==> src/rtl/calc_pkg.sv <==
// Shared calculator definitions: FSM states, key codes, ALU operator type and key classifiers.
package calc_pkg;

  typedef enum logic [1:0] {
    S_OP1    = 2'd0,
    S_OP2    = 2'd1,
    S_WAIT   = 2'd2,
    S_RESULT = 2'd3
  } state_t;

  typedef logic [2:0] alu_op_t;

  localparam logic [4:0] KEY_ADD  = 5'h10;
  localparam logic [4:0] KEY_MUL  = 5'h11;
  localparam logic [4:0] KEY_AND  = 5'h12;
  localparam logic [4:0] KEY_EXE  = 5'h13;
  localparam logic [4:0] KEY_SUB  = 5'h14;
  localparam logic [4:0] KEY_OR   = 5'h15;
  localparam logic [4:0] KEY_CE   = 5'h16;
  localparam logic [4:0] KEY_CLR  = 5'h17;
  localparam logic [4:0] KEY_NONE = 5'h1F;

  function automatic logic is_digit(input logic [4:0] key);
    return ~key[4];
  endfunction

  function automatic logic is_operator(input logic [4:0] key);
    return (key == KEY_ADD) || (key == KEY_MUL) || (key == KEY_AND) ||
           (key == KEY_SUB) || (key == KEY_OR);
  endfunction

endpackage

==> src/rtl/calc_sequencer_if.sv <==
// Key-input, ALU handshake and display bus between the cursor/ALU side and the sequencer.
interface calc_sequencer_if #(
  parameter int WIDTH = 16
);
  logic             sel;
  logic [4:0]       val;
  logic             alu_done;
  logic [WIDTH-1:0] alu_result;
  logic [WIDTH-1:0] op_a;
  logic [WIDTH-1:0] op_b;
  logic [2:0]       alu_op;
  logic             alu_start;
  logic [WIDTH-1:0] disp_val;
  logic             busy;
  logic [1:0]       state_o;

  modport master (
    output sel, val, alu_done, alu_result,
    input  op_a, op_b, alu_op, alu_start, disp_val, busy, state_o
  );

  modport slave (
    input  sel, val, alu_done, alu_result,
    output op_a, op_b, alu_op, alu_start, disp_val, busy, state_o
  );
endinterface

==> src/rtl/calc_sequencer_operand_reg.sv <==
// Hex-digit shift-in operand register with digit counter; clr combined with load_digit
// restarts the operand at that digit. Next-state values are exported for registered display muxing.
module operand_reg #(
  parameter int WIDTH  = 16,
  parameter int DIGITS = WIDTH / 4
) (
  input  logic                           clk,
  input  logic                           rst,
  input  logic                           clr,
  input  logic                           load_digit,
  input  logic                           load_value,
  input  logic [3:0]                     digit,
  input  logic [WIDTH-1:0]               value,
  output logic [WIDTH-1:0]               val_o,
  output logic [$clog2(DIGITS+1)-1:0]    cnt_o,
  output logic [WIDTH-1:0]               val_nx_o,
  output logic [$clog2(DIGITS+1)-1:0]    cnt_nx_o
);
  localparam int CW = $clog2(DIGITS + 1);

  logic [WIDTH-1:0] val_q, val_d, base_v;
  logic [CW-1:0]    cnt_q, cnt_d, base_c;

  always_comb begin
    base_v = clr ? '0 : val_q;
    base_c = clr ? '0 : cnt_q;
    val_d  = base_v;
    cnt_d  = base_c;
    if (load_value) begin
      val_d = value;
      cnt_d = CW'(DIGITS);
    end else if (load_digit && (base_c < CW'(DIGITS))) begin
      val_d = {base_v[WIDTH-5:0], digit};
      cnt_d = base_c + 1'b1;
    end
  end

  always_ff @(posedge clk) begin
    if (rst) begin
      val_q <= '0;
      cnt_q <= '0;
    end else begin
      val_q <= val_d;
      cnt_q <= cnt_d;
    end
  end

  assign val_o    = val_q;
  assign cnt_o    = cnt_q;
  assign val_nx_o = val_d;
  assign cnt_nx_o = cnt_d;
endmodule

==> src/rtl/calc_sequencer.sv <==
// Calculator input sequencer: assembles A/op/B from key presses, runs the ALU start/done
// handshake and drives the display value. All outputs registered, one cycle after sel/alu_done.
module calc_sequencer
  import calc_pkg::*;
#(
  parameter int WIDTH  = 16,
  parameter int DIGITS = WIDTH / 4
) (
  input logic             clk,
  input logic             rst,
  calc_sequencer_if.slave bus
);
  localparam int CW = $clog2(DIGITS + 1);

  state_t           state_q, state_d;
  alu_op_t          alu_op_q, alu_op_d;
  logic             start_q, start_d;
  logic             busy_q, busy_d;
  logic [WIDTH-1:0] disp_q, disp_d;
  logic             a_clr, a_ld, a_lv, b_clr, b_ld;
  logic [WIDTH-1:0] a_q, a_nx, b_q, b_nx;
  logic [CW-1:0]    b_cnt, b_cnt_nx, a_cnt_unused, a_cnt_nx_unused;
  logic             key_digit, key_oper, done_acc;

  operand_reg #(.WIDTH(WIDTH), .DIGITS(DIGITS)) u_op_a (
    .clk(clk), .rst(rst), .clr(a_clr), .load_digit(a_ld), .load_value(a_lv),
    .digit(bus.val[3:0]), .value(bus.alu_result),
    .val_o(a_q), .cnt_o(a_cnt_unused), .val_nx_o(a_nx), .cnt_nx_o(a_cnt_nx_unused)
  );

  operand_reg #(.WIDTH(WIDTH), .DIGITS(DIGITS)) u_op_b (
    .clk(clk), .rst(rst), .clr(b_clr), .load_digit(b_ld), .load_value(1'b0),
    .digit(bus.val[3:0]), .value('0),
    .val_o(b_q), .cnt_o(b_cnt), .val_nx_o(b_nx), .cnt_nx_o(b_cnt_nx)
  );

  assign key_digit = is_digit(bus.val);
  assign key_oper  = is_operator(bus.val);

  always_comb begin
    state_d  = state_q;
    alu_op_d = alu_op_q;
    start_d  = 1'b0;
    a_clr    = 1'b0;
    a_ld     = 1'b0;
    a_lv     = 1'b0;
    b_clr    = 1'b0;
    b_ld     = 1'b0;
    done_acc = 1'b0;
    case (state_q)
      S_OP1: if (bus.sel) begin
        if (key_digit) a_ld = 1'b1;
        else if (key_oper) begin
          alu_op_d = bus.val[2:0];
          b_clr    = 1'b1;
          state_d  = S_OP2;
        end else if (bus.val == KEY_CE) a_clr = 1'b1;
        else if (bus.val == KEY_CLR) begin
          a_clr    = 1'b1;
          b_clr    = 1'b1;
          alu_op_d = '0;
        end
      end
      S_OP2: if (bus.sel) begin
        if (key_digit) b_ld = 1'b1;
        else if (key_oper) begin
          // Operator can still be changed until the first digit of B arrives.
          if (b_cnt == '0) alu_op_d = bus.val[2:0];
        end else if (bus.val == KEY_CE) b_clr = 1'b1;
        else if (bus.val == KEY_CLR) begin
          a_clr    = 1'b1;
          b_clr    = 1'b1;
          alu_op_d = '0;
          state_d  = S_OP1;
        end else if (bus.val == KEY_EXE) begin
          start_d = 1'b1;
          state_d = S_WAIT;
        end
      end
      S_WAIT: if (bus.alu_done) begin
        a_lv     = 1'b1;
        done_acc = 1'b1;
        state_d  = S_RESULT;
      end
      S_RESULT: if (bus.sel) begin
        if (key_digit) begin
          a_clr   = 1'b1;
          a_ld    = 1'b1;
          state_d = S_OP1;
        end else if (key_oper) begin
          alu_op_d = bus.val[2:0];
          b_clr    = 1'b1;
          state_d  = S_OP2;
        end else if ((bus.val == KEY_CE) || (bus.val == KEY_CLR)) begin
          a_clr    = 1'b1;
          b_clr    = 1'b1;
          alu_op_d = '0;
          state_d  = S_OP1;
        end
      end
      default: state_d = S_OP1;
    endcase
    busy_d = (state_d == S_WAIT);
  end

  // Display follows the next-cycle operands so disp_val lands in the same cycle as op_a/op_b.
  always_comb begin
    disp_d = disp_q;
    case (state_d)
      S_OP1:    disp_d = a_nx;
      S_OP2:    disp_d = (b_cnt_nx == '0) ? a_nx : b_nx;
      S_RESULT: if (done_acc) disp_d = bus.alu_result;
      default:  disp_d = disp_q;
    endcase
  end

  always_ff @(posedge clk) begin
    if (rst) begin
      state_q  <= S_OP1;
      alu_op_q <= '0;
      start_q  <= 1'b0;
      busy_q   <= 1'b0;
      disp_q   <= '0;
    end else begin
      state_q  <= state_d;
      alu_op_q <= alu_op_d;
      start_q  <= start_d;
      busy_q   <= busy_d;
      disp_q   <= disp_d;
    end
  end

  assign bus.op_a      = a_q;
  assign bus.op_b      = b_q;
  assign bus.alu_op    = alu_op_q;
  assign bus.alu_start = start_q;
  assign bus.disp_val  = disp_q;
  assign bus.busy      = busy_q;
  assign bus.state_o   = state_q;
endmodule

==> src/flat_wrapper.sv <==
// flat-port wrapper written by rule: the top's interface ports become plain ports
module calc_sequencer_flat import calc_pkg::*;
#(
  parameter int WIDTH  = 16,
  parameter int DIGITS = WIDTH / 4
)
  (clk, rst, bus_sel, bus_val, bus_alu_done, bus_alu_result, bus_op_a, bus_op_b, bus_alu_op, bus_alu_start, bus_disp_val, bus_busy, bus_state_o);
  calc_sequencer_if #(.WIDTH(WIDTH)) bus_i ();
  input logic clk;
  input logic rst;
  input wire logic [$bits(bus_i.sel)-1:0] bus_sel;
  input wire logic [$bits(bus_i.val)-1:0] bus_val;
  input wire logic [$bits(bus_i.alu_done)-1:0] bus_alu_done;
  input wire logic [$bits(bus_i.alu_result)-1:0] bus_alu_result;
  output wire logic [$bits(bus_i.op_a)-1:0] bus_op_a;
  output wire logic [$bits(bus_i.op_b)-1:0] bus_op_b;
  output wire logic [$bits(bus_i.alu_op)-1:0] bus_alu_op;
  output wire logic [$bits(bus_i.alu_start)-1:0] bus_alu_start;
  output wire logic [$bits(bus_i.disp_val)-1:0] bus_disp_val;
  output wire logic [$bits(bus_i.busy)-1:0] bus_busy;
  output wire logic [$bits(bus_i.state_o)-1:0] bus_state_o;
  assign bus_i.sel = bus_sel;
  assign bus_i.val = bus_val;
  assign bus_i.alu_done = bus_alu_done;
  assign bus_i.alu_result = bus_alu_result;
  assign bus_op_a = bus_i.op_a;
  assign bus_op_b = bus_i.op_b;
  assign bus_alu_op = bus_i.alu_op;
  assign bus_alu_start = bus_i.alu_start;
  assign bus_disp_val = bus_i.disp_val;
  assign bus_busy = bus_i.busy;
  assign bus_state_o = bus_i.state_o;
  calc_sequencer #(.WIDTH(WIDTH), .DIGITS(DIGITS)) u_core (.clk(clk), .rst(rst), .bus(bus_i));
endmodule
==> config.mk <==
export PLATFORM = sky130hd
export DESIGN_NAME = calc_sequencer_flat
export DESIGN_NICKNAME = d
export VERILOG_FILES = /design/src/rtl/calc_pkg.sv /design/src/rtl/calc_sequencer_if.sv /design/src/rtl/calc_sequencer_operand_reg.sv /design/src/rtl/calc_sequencer.sv /design/src/flat_wrapper.sv
export SDC_FILE = /design/constraint.sdc
export NUM_CORES = 1
export LEC_CHECK = 0
export CAP_MARGIN = 15
export CORE_MARGIN = 8
export CORE_UTILIZATION = 45
export CTS_CLUSTER_DIAMETER = 40
export DETAILED_ROUTE_END_ITERATION = 10
export DONT_BUFFER_PORTS = 1
export PLACE_DENSITY = 0.66
export SYNTH_ARGS = -nofsm -noshare
export SYNTH_HDL_FRONTEND = slang
export SYNTH_SLANG_ARGS = --single-unit
==> constraint.sdc <==
create_clock -name clk -period 3.6 [get_ports clk]
set_clock_uncertainty 0.05 [all_clocks]
set_input_delay 0.72 -clock clk [delete_from_list [all_inputs] [get_ports clk]]
set_output_delay 0.72 -clock clk [all_outputs]
set_load 0.02 [all_outputs]
* Word-level counts from Yosys, hierarchy flattened
Index checks and enable logic that the tools add are counted.
** Cells by class
- $add $sub $neg :: 2
- $lt $le $gt $ge :: 2
- Equality and inequality tests :: 23
- Mux-type cells :: 70
- Bitwise logic cells :: 3
- Reductions and logical operators :: 18
** Operator list (count)
- 16-bit 2-to-1 mux :: 7
- 3-bit 2-to-1 mux :: 18
- 16-bit case mux with 3 select lines :: 1
- 5-bit equality test, second input constant :: 8
- 2-bit 2-to-1 mux :: 14
- 1-bit 2-to-1 mux :: 26
- 2-bit != test, second input constant :: 6
- 3-bit case mux with 3 select lines :: 1
- 9-bit AND reduction :: 1
- 2-bit equality test, second input constant :: 4
- 2-bit case mux with 4 select lines :: 1
- 7-bit OR reduction :: 1
- 3-bit by 1-bit adder with 3-bit output, second input constant :: 2
- 3-bit logical NOT :: 2
- 3-bit less-than comparator, second input constant :: 2
- 1-bit case mux with 3 select lines :: 2
- 3-bit nonzero test :: 2
- 1-bit logical OR :: 5
- 2-bit by 1-bit equality test with 1-bit output, second input constant :: 2
- 2-bit logical NOT :: 2
- 2-bit OR reduction :: 2
- 3-bit by 1-bit != test with 1-bit output, second input constant :: 1
- 3-bit != test, second input constant :: 1
- 1-bit NOT :: 3
- other kinds (3) :: 4
** Word-level totals
- Register bits :: 61
- Input port bits :: 25
- Output and inout bits :: 55
- Word-level logic and storage cells :: 128

* Longest topological paths before layout
Gate-level depths: netlist of the first run.
- Depth in word-level cells :: 16
- Mapped depth :: 16
- Depth with buffers taken out :: 13

* Cells and area by module
Synthesis of the first run repeated with hierarchy kept, for this count alone.
** Unflattened totals
- Cells, all modules :: 417
- Area, all modules :: 3684.8 um2
** By module, submodules not included
- operand_reg :: times used 2, cells each 118, area each 1029.7 um2, sequential area each 380.4 um2
- calc_sequencer :: times used 1, cells each 181, area each 1625.3 um2, sequential area each 460.4 um2

* Worst setup path after synthesis of the first run
No wires, ideal clock.
- Path kind :: register to register
- Start point :: reg u_core.state_q[0] (netlist: u_core.bus.state_o[0])
- End point :: reg u_core.disp_q[0] (netlist: u_core.bus.disp_val[0])
- Setup time :: 0.059 ns
- Arrival time :: 3.270 ns
- Required time :: 3.491 ns
- Slack :: 0.221 ns
- Stages on the path, launching flop included :: 15
- Path buffers :: 2
- Period minus slack after synthesis :: 3.379 ns
- Cell sequence :: dfxtp_1 -> inv_1 -> ha_1 -> o21a_1 -> nor2_1 -> buf_6 -> nor2b_1 -> ha_1 -> nor4b_1 -> mux2i_1 -> o21ai_0 -> buf_4 -> nor2_1 -> o32ai_1 -> o221a_2
** On the way
- Cells in the longest elaborated chain, start to end :: 10
- Elaborated cells on any way between the ends :: 47
- Classes of those cells :: add/sub: 1; order compare: 2; eq/ne: 6; mux: 30; reduce/logical: 8
** RTL lines
- start: declaration :: line calc_sequencer.sv:15 : state_t state_q, state_d;
- start signal: assignment :: line calc_sequencer.sv:125 : state_q <= state_d;
- branches (longest 10 deep; another with 3-bit less-than comparator)
- end signal: assignment :: line calc_sequencer.sv:129 : disp_q <= disp_d;
- end: declaration :: line calc_sequencer.sv:19 : logic [WIDTH-1:0] disp_q, disp_d;
Parallel ways; which one is timed is not known.
A chain may end at the register's enable or synchronous reset.

* Worst setup path in the final report of the first run
Ends and elaborated chain as after synthesis.

==> results of run 1 <==
==> power groups by stage <==
stage / clock network (uW) / logic (uW) / registers (uW)
after floorplan: 0 / 660 / 1010
after global placement: 0 / 805 / 1060
after detailed placement: 0 / 812 / 1060
after CTS: 700 / 816 / 1040
after global routing: 737 / 935 / 1060
final: 688 / 854 / 1040
==> layout by cell type (no fill, tap or decap), drive strengths merged, types with 14 or more instances in the layout <==
master  count
nand2      63
dfxtp      61
nor2       57
a21oi      39
o21ai      20
mux2i      16
buf        15
o211ai     15
and2       14
==> logic make-up (layout without fill, tap and decap cells) <==
family,count (synthesis),in the layout,share of synthesized area
adder cells (fa/ha/maj),6,6,0.0212
AND/OR/NAND/NOR,180,180,0.248
multiplexers,16,16,0.0452
AO/OA/AOI/OAI,130,130,0.262
XOR/XNOR,1,1,0.00247
buffers and inverters,40,36,0.0763
flip-flops,61,61,0.345
==> per-layer routing <==
layer / vias up / GRT usage / part of all wire
met5: - / 0 / 0
met1: 1535 / 0.273 / 0.45
met3: 18 / 0.0780 / 0.12
met2: 170 / 0.263 / 0.41
li1: 1555 / - / -
met4: 0 / 0.0795 / 0.025
==> worst paths after layout <==
kind / from / to / slack (ns) / depth (start not counted)
worst min-delay path: rst / u_core.bus.disp_val[14] / 0.40 / 1
worst max-delay path: u_core.bus.state_o[0] / u_core.bus.disp_val[0] / 0.23 / 12
worst max register to register: u_core.bus.state_o[0] / u_core.bus.disp_val[0] / 0.23 / 12
worst min register to register: u_core.u_op_a.cnt_o[1] / u_core.u_op_a.cnt_o[1] / 0.48 / 2
==> sequential cells by signal (all words and copies together), names as in the netlist <==
signal,count
u_core.bus.alu_op,3
u_core.bus.alu_start,1
u_core.bus.busy,1
u_core.bus.disp_val,16
u_core.bus.state_o,2
u_core.u_op_a.cnt_o,3
u_core.u_op_a.val_o,16
u_core.u_op_b.cnt_o,3
u_core.u_op_b.val_o,16
==> cell type report <==
cell class                      instances  share of cell area
Clock inverter                          6              0.0227
Sequential cell                        61               0.322
Multi-Input combinational cell        333               0.551
Inverter                                5             0.00494
Timing Repair Buffer                   15              0.0297
Clock buffer                           10              0.0362
Tap cell                              102              0.0336
==> stage by stage <==
stage / area (sq um) / setup TNS (ns) / setup slack [ns] / hold slack, ns / std cells
3_5_place_dp: 3530 / 0 / 0.0536 / 0.469 / 516
6_report: 3800 / 0 / 0.233 / 0.400 / 532
3_3_place_gp: 3530 / 0 / 0.176 / 0.468 / 516
4_1_cts: 3760 / 0 / 0.133 / 0.382 / 532
2_1_floorplan: 3540 / 0 / 0.221 / 0.435 / 434
5_1_grt: 3800 / -0.0667 / -0.0251 / 0.369 / 532
==> what timing repair did <==
item | in CTS | in global routing
buffers inserted | 0 | 0
endpoints found under the setup margin | 0 | 13
endpoints found under the hold margin | 0 | 0
gates resized for setup | 0 | 6
==> flow_summary.toml, run 1 <==
[clock_network]
cts.clk_slew.worst_paths_ns = 0.08
tritoncts = "done"
cts-root-buf = "clkbuf_8"
cts_hold_buffers = 0
clk_latency_ns = 0.34
cts.sinks = 61
max-clock-path-buffers = 2
ctsHtreeMaxLevel = 3
cts_buffers = 9

[placement]
io_buffers = 0
gp_congestion = 0.908
post-dp-hpwl_um = 7900

[pwr]
pwr-share-comb = 0.331
switchingPower_uw = 1060
vdd_drop_max_v = 0.000270
p_leak_uw = 0.00145
seqPwrFrac = 0.402
clkPwrFrac = 0.267
power.density_nw_per_um2 = 679
swShare = 0.411
p_int_uw = 1520
p_total_uw = 2580

[yosys]
syn_area_per_cell_sq_um = 8.16
synthTopCellsByCount = "63 x nand2_1, 61 x dfxtp_1, 57 x nor2_1"
synthesis.area_sq_um = 3540
synthCells = 434
synth.area.top_cells = "dfxtp_1 34%, nand2_1 6.7%, nor2_1 6.0%"
yosysTopAreaCell = "dfxtp_1"
synth_seq_cells = 61
synthArstFlopShare = 0
seq_area_frac_synth = 0.345
yosys_warnings = 0
synth_top_area_share = 0.345
synth_edf_count = 0
synth-main-ff-cell = "dfxtp_1"
yosysMostFrequentCell = "nand2_1"
synth_nets = 465
synth_cell_types = 63

[worst_setup_path]
path_class = "reg -> reg"
crit_family = "compound AO/OA/AOI/OAI gates"
end_kind = "register"
critPathLaunchType = "register"
cp.arrival_ns = 3.60
slowest_stage = "ha_1"
critical_path.cell_chain = "inv_1, ha_1, o21a_1, nor2_1, nor2b_1, ha_1, nor4b_2, mux2i_1, o21ai_4, nor2_1, o32ai_1, o221a_2"
cp_num_buf_inv = 1
crit_fanout = 14
cp.required_ns = 3.83
critPathMaxStageDelay_ns = 0.37

[global_route]
grt_pass1_wl_um = 17500
grt_start_max_net_pins = 46
antenna_found_initial = 0
gr-total-overflow = 0
grt_pass1_vias = 3040
grtUsageTotal = 0.197

[die]
coreArea_sq_um = 7690
rows = 32
die_x_um = 105
dieArea_sq_um = 11000
ios = 80
start_util = 0.461
die_y_um = 105

[timing]
period_share = 0.935
tightest_slew_ns = 0.706
fmax_mhz = 297
hold_viol = 0
max_slew_margin = 0.530
finalMaxSlewViolations = 0
post-route-min-period_ns = 3.37
setup_viol = 0

[run_status]
status = "complete, no violations"

[run]
maxCapViolations = 0

[final_layout]
multi_input_comb_area_sq_um = 2090
seq_area_sq_um = 1220
insertedDiodeCount = 0
nets = 456
fill_cells = 742
drive_gt1_frac = 0.114
utilization = 0.494
syn2layout_area_growth_pct = 7.21

[detailed_routing]
viasPerCell = 6.16
wl_um = 10900
firstDrtPassIters = 7
vias = 3278
avgRoutedWirePerCell_um = 20.5
drt_iter0_drc = 448
route.detailed.drc = 0
final_antenna_net_count = 0

[worst_hold_path]
hold_class = "in -> reg"
Power figures use the tool's default switching activity.
==> inputs of run 2 (changes only) <==
--- a/config.mk
+++ b/config.mk
@@ -8,6 +8,7 @@
 export CAP_MARGIN = 15
 export CORE_MARGIN = 8
 export CORE_UTILIZATION = 45
+export CTS_BUF_LIST = sky130_fd_sc_hd__clkbuf_16
 export CTS_CLUSTER_DIAMETER = 40
 export DETAILED_ROUTE_END_ITERATION = 10
 export DONT_BUFFER_PORTS = 1
==> run 2 against run 1 <==
Compared with the run above: register-to-register slack better by 0.02 ns; wire length up 0.29%; sequential share of layout area down 0.76 points; non-clock buffer count unchanged; maximum frequency up 0.71%; power up 8.7%; utilization up 1.2 points; sequential cell count unchanged; final cell count unchanged; die area unchanged; global-route usage about the same; critical path type unchanged; critical endpoint unchanged; largest power group unchanged.
==> flow_summary.toml, run 2 (synthesized netlist as in run 1, its figures left out) <==
[clock_network]
ctsHtreeMaxLevel = 3
cts.clk_slew.worst_paths_ns = 0.06
cts-root-buf = "clkbuf_16"
clk_latency_ns = 0.32
tritoncts = "done"
max-clock-path-buffers = 2
cts.sinks = 61
cts_buffers = 9

[timing]
tightest_slew_ns = 0.720
fmax_mhz = 299
setup_viol = 0
hold_viol = 0
period_share = 0.929
max_slew_margin = 0.520
whs_ns = 0.415
finalMaxSlewViolations = 0
post-route-min-period_ns = 3.34

[final_layout]
fill_cells = 728
mostFrequentLayoutCells = "63 x nand2_1, 61 x dfxtp_1, 57 x nor2_1"
insertedDiodeCount = 0
syn2layout_area_growth_pct = 9.78
drive_gt1_frac = 0.112
nets = 456
utilization = 0.506
final_common_cell = "nand2_1"

[pwr]
seqPwrFrac = 0.370
clkPwrFrac = 0.326
power.density_nw_per_um2 = 721
p_total_uw = 2800
swShare = 0.388
switchingPower_uw = 1090
p_leak_uw = 0.00149
vdd_drop_max_v = 0.000323
pwr-share-comb = 0.304
p_int_uw = 1720

[die]
ios = 80
die_x_um = 105
dieArea_sq_um = 11000
start_util = 0.461
rows = 32
die_y_um = 105
coreArea_sq_um = 7690

[worst_setup_path]
critPathLaunchType = "register"
cp.required_ns = 3.82
path_class = "reg -> reg"
crit_fanout = 14
end_kind = "register"
cp.arrival_ns = 3.56

[detailed_routing]
vias = 3268
final_antenna_net_count = 0
wl_um = 10900
avgRoutedWirePerCell_um = 20.6
firstDrtPassIters = 5
route.detailed.drc = 0
viasPerCell = 6.14
drt_iter0_drc = 390

[run]
maxCapViolations = 0

[global_route]
grt_pass1_wl_um = 17600
antenna_found_initial = 0
grt_pass1_vias = 3065
grtUsageTotal = 0.197
grt_start_max_net_pins = 46
gr-total-overflow = 0

[run_status]
status = "complete, no violations"

[worst_hold_path]
hold_class = "in -> reg"

[placement]
gp_congestion = 0.908
post-dp-hpwl_um = 7900
io_buffers = 0
run 2: cell type report:
cell class	instances	area (sq um)	area share
Timing Repair Buffer	15	113	0.0290
Sequential cell	61	1220	0.314
Multi-Input combinational cell	333	2090	0.538
Tap cell	102	128	0.0328
Clock buffer	9	225	0.0579
Inverter	5	18.8	0.00483
Clock inverter	7	90.1	0.0232
run 2: path summary, 6_finish.rpt:
kind                                        startpoint                      end  slack [ns]  depth (start not counted)
worst max-delay path             u_core.bus.state_o[0]   u_core.bus.disp_val[0]        0.26                         12
worst min-delay path                               rst  u_core.bus.disp_val[14]        0.41                          1
worst max register to register   u_core.bus.state_o[0]   u_core.bus.disp_val[0]        0.26                         12
worst min register to register  u_core.u_op_a.cnt_o[1]   u_core.u_op_a.cnt_o[1]        0.48                          2
run 2: layer usage:
layer  vias up  GRT usage  part of all wire
met1      1514      0.274              0.44
met4         0     0.0887             0.026
met5         -          0                 0
met3        23     0.0688              0.11
met2       172      0.264              0.42
li1       1559          -                 -
run 2: worst max-delay path: stages, from the launching register on:
cell and delay, ns:
dfxtp_1 0.33, inv_1 0.09, ha_1 0.37, o21a_1 0.26, nor2_1 0.35, nor2b_1 0.13, ha_1 0.33, nor4b_2 0.27
mux2i_1 0.15, o21ai_4 0.19, nor2_1 0.19, o32ai_1 0.33, o221a_2 0.25
run 2: power groups by stage:
stage          Clock, uW  Combinational [uW]  Sequential [uW]
5_1_grt              956                 935             1060
6_report             915                 851             1040
3_5_place_dp           0                 812             1060
3_3_place_gp           0                 805             1060
4_1_cts              922                 816             1040
2_1_floorplan          0                 660             1010
run 2: per-stage QoR:
step,worst slack (ns),instance area [sq um],setup TNS (ns),std cells
after floorplan,0.221,3540,0,434
after global placement,0.176,3530,0,516
after detailed placement,0.0536,3530,0,516
after CTS,0.137,3850,0,532
after global routing,-0.0241,3890,-0.0679,532
final,0.256,3890,0,532
run 2: what timing repair did:
action,in CTS,in global routing
gates resized for setup,0,6
hold buffers,0,0
buffers inserted,0,0
setup endpoints to repair,0,13
==> inputs of run 3 (changes only) <==
--- a/config.mk
+++ b/config.mk
@@ -12,7 +12,8 @@
 export CTS_CLUSTER_DIAMETER = 40
 export DETAILED_ROUTE_END_ITERATION = 10
 export DONT_BUFFER_PORTS = 1
-export PLACE_DENSITY = 0.66
+export PLACE_DENSITY = 0.68
 export SYNTH_ARGS = -nofsm -noshare
 export SYNTH_HDL_FRONTEND = slang
 export SYNTH_SLANG_ARGS = --single-unit
+export TNS_END_PERCENT = 30
==> constraint.sdc (replaced) <==
create_clock -name clk -period 3 [get_ports clk]
set_clock_uncertainty 0.05 [all_clocks]
set_input_delay 0.6 -clock clk [delete_from_list [all_inputs] [get_ports clk]]
set_output_delay 0.6 -clock clk [all_outputs]
set_load 0.02 [all_outputs]
==> run 3 against run 2 <==
Compared with the run above: die area unchanged; sequential power up 20%; clock power rose by 9.2%; non-clock buffer count up 10; largest cell class unchanged; sequential share of layout area down 0.82 points; sequential cell count stayed put; via count is 2.9% higher; setup slack worse by 0.099 ns; power up 19%.
==> flow_summary.toml, run 3 (synthesized netlist as in run 1, its figures left out) <==
[timing]
setup_ws_ns = 0.157
period_share = 0.948
whs_ns = 0.282
rsz0062_at_grt = "no"
hold_viol = 0
setup_viol = 0
post-route-min-period_ns = 2.84
finalMaxSlewViolations = 0
max_slew_margin = 0.565
tightest_slew_ns = 0.652
fmax_mhz = 352

[die]
die_x_um = 105
coreArea_sq_um = 7690
start_util = 0.461
die_y_um = 105
ios = 80
rows = 32
dieArea_sq_um = 11000

[detailed_routing]
avgRoutedWirePerCell_um = 20.5
drt_iter0_drc = 303
final_antenna_net_count = 0
wl_um = 11100
route.detailed.drc = 0
vias = 3363
viasPerCell = 6.22
firstDrtPassIters = 5

[final_layout]
fill_cells = 723
drive_gt1_frac = 0.155
insertedDiodeCount = 0
layoutNonFillerInstCount = 541
mostFrequentLayoutCells = "63 x nand2_1, 59 x dfxtp_1, 55 x nor2_1"
final_common_cell = "nand2_1"
nets = 466
syn2layout_area_growth_pct = 13.2

[pwr]
pwr-share-comb = 0.327
vdd_drop_max_v = 0.000344
p_leak_uw = 0.00154
clkPwrFrac = 0.299
switchingPower_uw = 1310
power.density_nw_per_um2 = 834
p_total_uw = 3340
p_int_uw = 2030
swShare = 0.393
seqPwrFrac = 0.374

[clock_network]
clk_latency_ns = 0.33
cts_buffers = 9
cts.clk_slew.worst_paths_ns = 0.06
cts_hold_buffers = 0
tritoncts = "done"
ctsHtreeMaxLevel = 3
cts-root-buf = "clkbuf_16"
max-clock-path-buffers = 2
cts.sinks = 61

[worst_setup_path]
crit_family = "compound AO/OA/AOI/OAI gates"
critPathLaunchType = "register"
cpMostUsedCell = "o211ai_1"
cp_num_buf_inv = 3
cp.required_ns = 3.16
path_class = "reg -> reg"
cp.arrival_ns = 3.00
critical_path.cell_chain = "buf_4, ha_2, inv_2, o211ai_1, nor2_4, nor2b_4, ha_4, nor4b_2, mux2i_1, o21ai_4, buf_12, nand2b_1, a32oi_1, o211ai_1"
end_kind = "register"
crit_fanout = 20
critPathMaxStageDelay_ns = 0.34
slowest_stage = "dfxtp_2"

[placement]
place_inst = 521
gp_congestion = 0.885
post-dp-hpwl_um = 7820
io_buffers = 0
place_ws_ns = -0.166

[global_route]
grt_pass1_wl_um = 17400
antenna_found_initial = 0
grt_start_max_net_pins = 46
grtUsageTotal = 0.197
grt_pass1_vias = 3174
gr-total-overflow = 0

[worst_hold_path]
hold_class = "in -> reg"

[run_status]
status = "complete, no violations"

[run]
maxCapViolations = 0
-- run 3: cell types whose count changed in the layout (fill, tap and decap cells not counted), sizes merged --
cell / before / now
bufinv: 2 / 1
buf: 15 / 25
-- run 3: final cells by class --
cell class	instances	area, sq um	share of cell area
clock buffer	9	225	0.0562
clock inverter	6	55.1	0.0137
inverter	5	18.8	0.00468
multi-input combinational	333	2150	0.537
sequential	61	1230	0.306
tap	102	128	0.0318
timing repair buffer	25	204	0.0509
-- run 3: layer usage --
layer | share of wire | vias to the layer above | track usage
met2 | 0.44 | 152 | 0.289
li1 | - | 1589 | -
met5 | 0 | - | 0
met4 | 0.022 | 0 | 0.0917
met1 | 0.43 | 1602 | 0.250
met3 | 0.11 | 20 | 0.0719
-- run 3: final timing paths --
check	startpoint	to	slack, ns	depth (start not counted)
setup / recovery	u_core.bus.state_o[1]	u_core.bus.disp_val[15]	0.16	14
setup reg to reg	u_core.bus.state_o[1]	u_core.bus.disp_val[15]	0.16	14
hold reg to reg	u_core.bus.alu_op[1]	u_core.bus.alu_op[1]	0.51	2
hold / removal	rst	u_core.u_op_b.cnt_o[1]	0.28	1
-- run 3: timing repair --
item                                    CTS  global route
endpoints found under the setup margin   16            16
pin swaps                                 0             8
buffers inserted                          0             5
gates resized for setup                   7            10
gates cloned                              0             0
-- run 3: stage by stage --
stage | util | setup TNS [ns] | area, sq um
after floorplan | - | 0 | 3560
after global placement | 0.469 | 0 | 3600
after detailed placement | 0.469 | -1.07 | 3600
after CTS | 0.510 | 0 | 3920
after global routing | 0.521 | 0 | 4010
final | 0.521 | 0 | 4010
-- run 3: power by group through the flow --
stage	Clock, uW	Sequential [uW]	Combinational [uW]
3_3_place_gp	0	1270	979
3_5_place_dp	0	1270	992
4_1_cts	1010	1260	1030
6_report	999	1250	1090
2_1_floorplan	0	1220	797
5_1_grt	1040	1270	1200
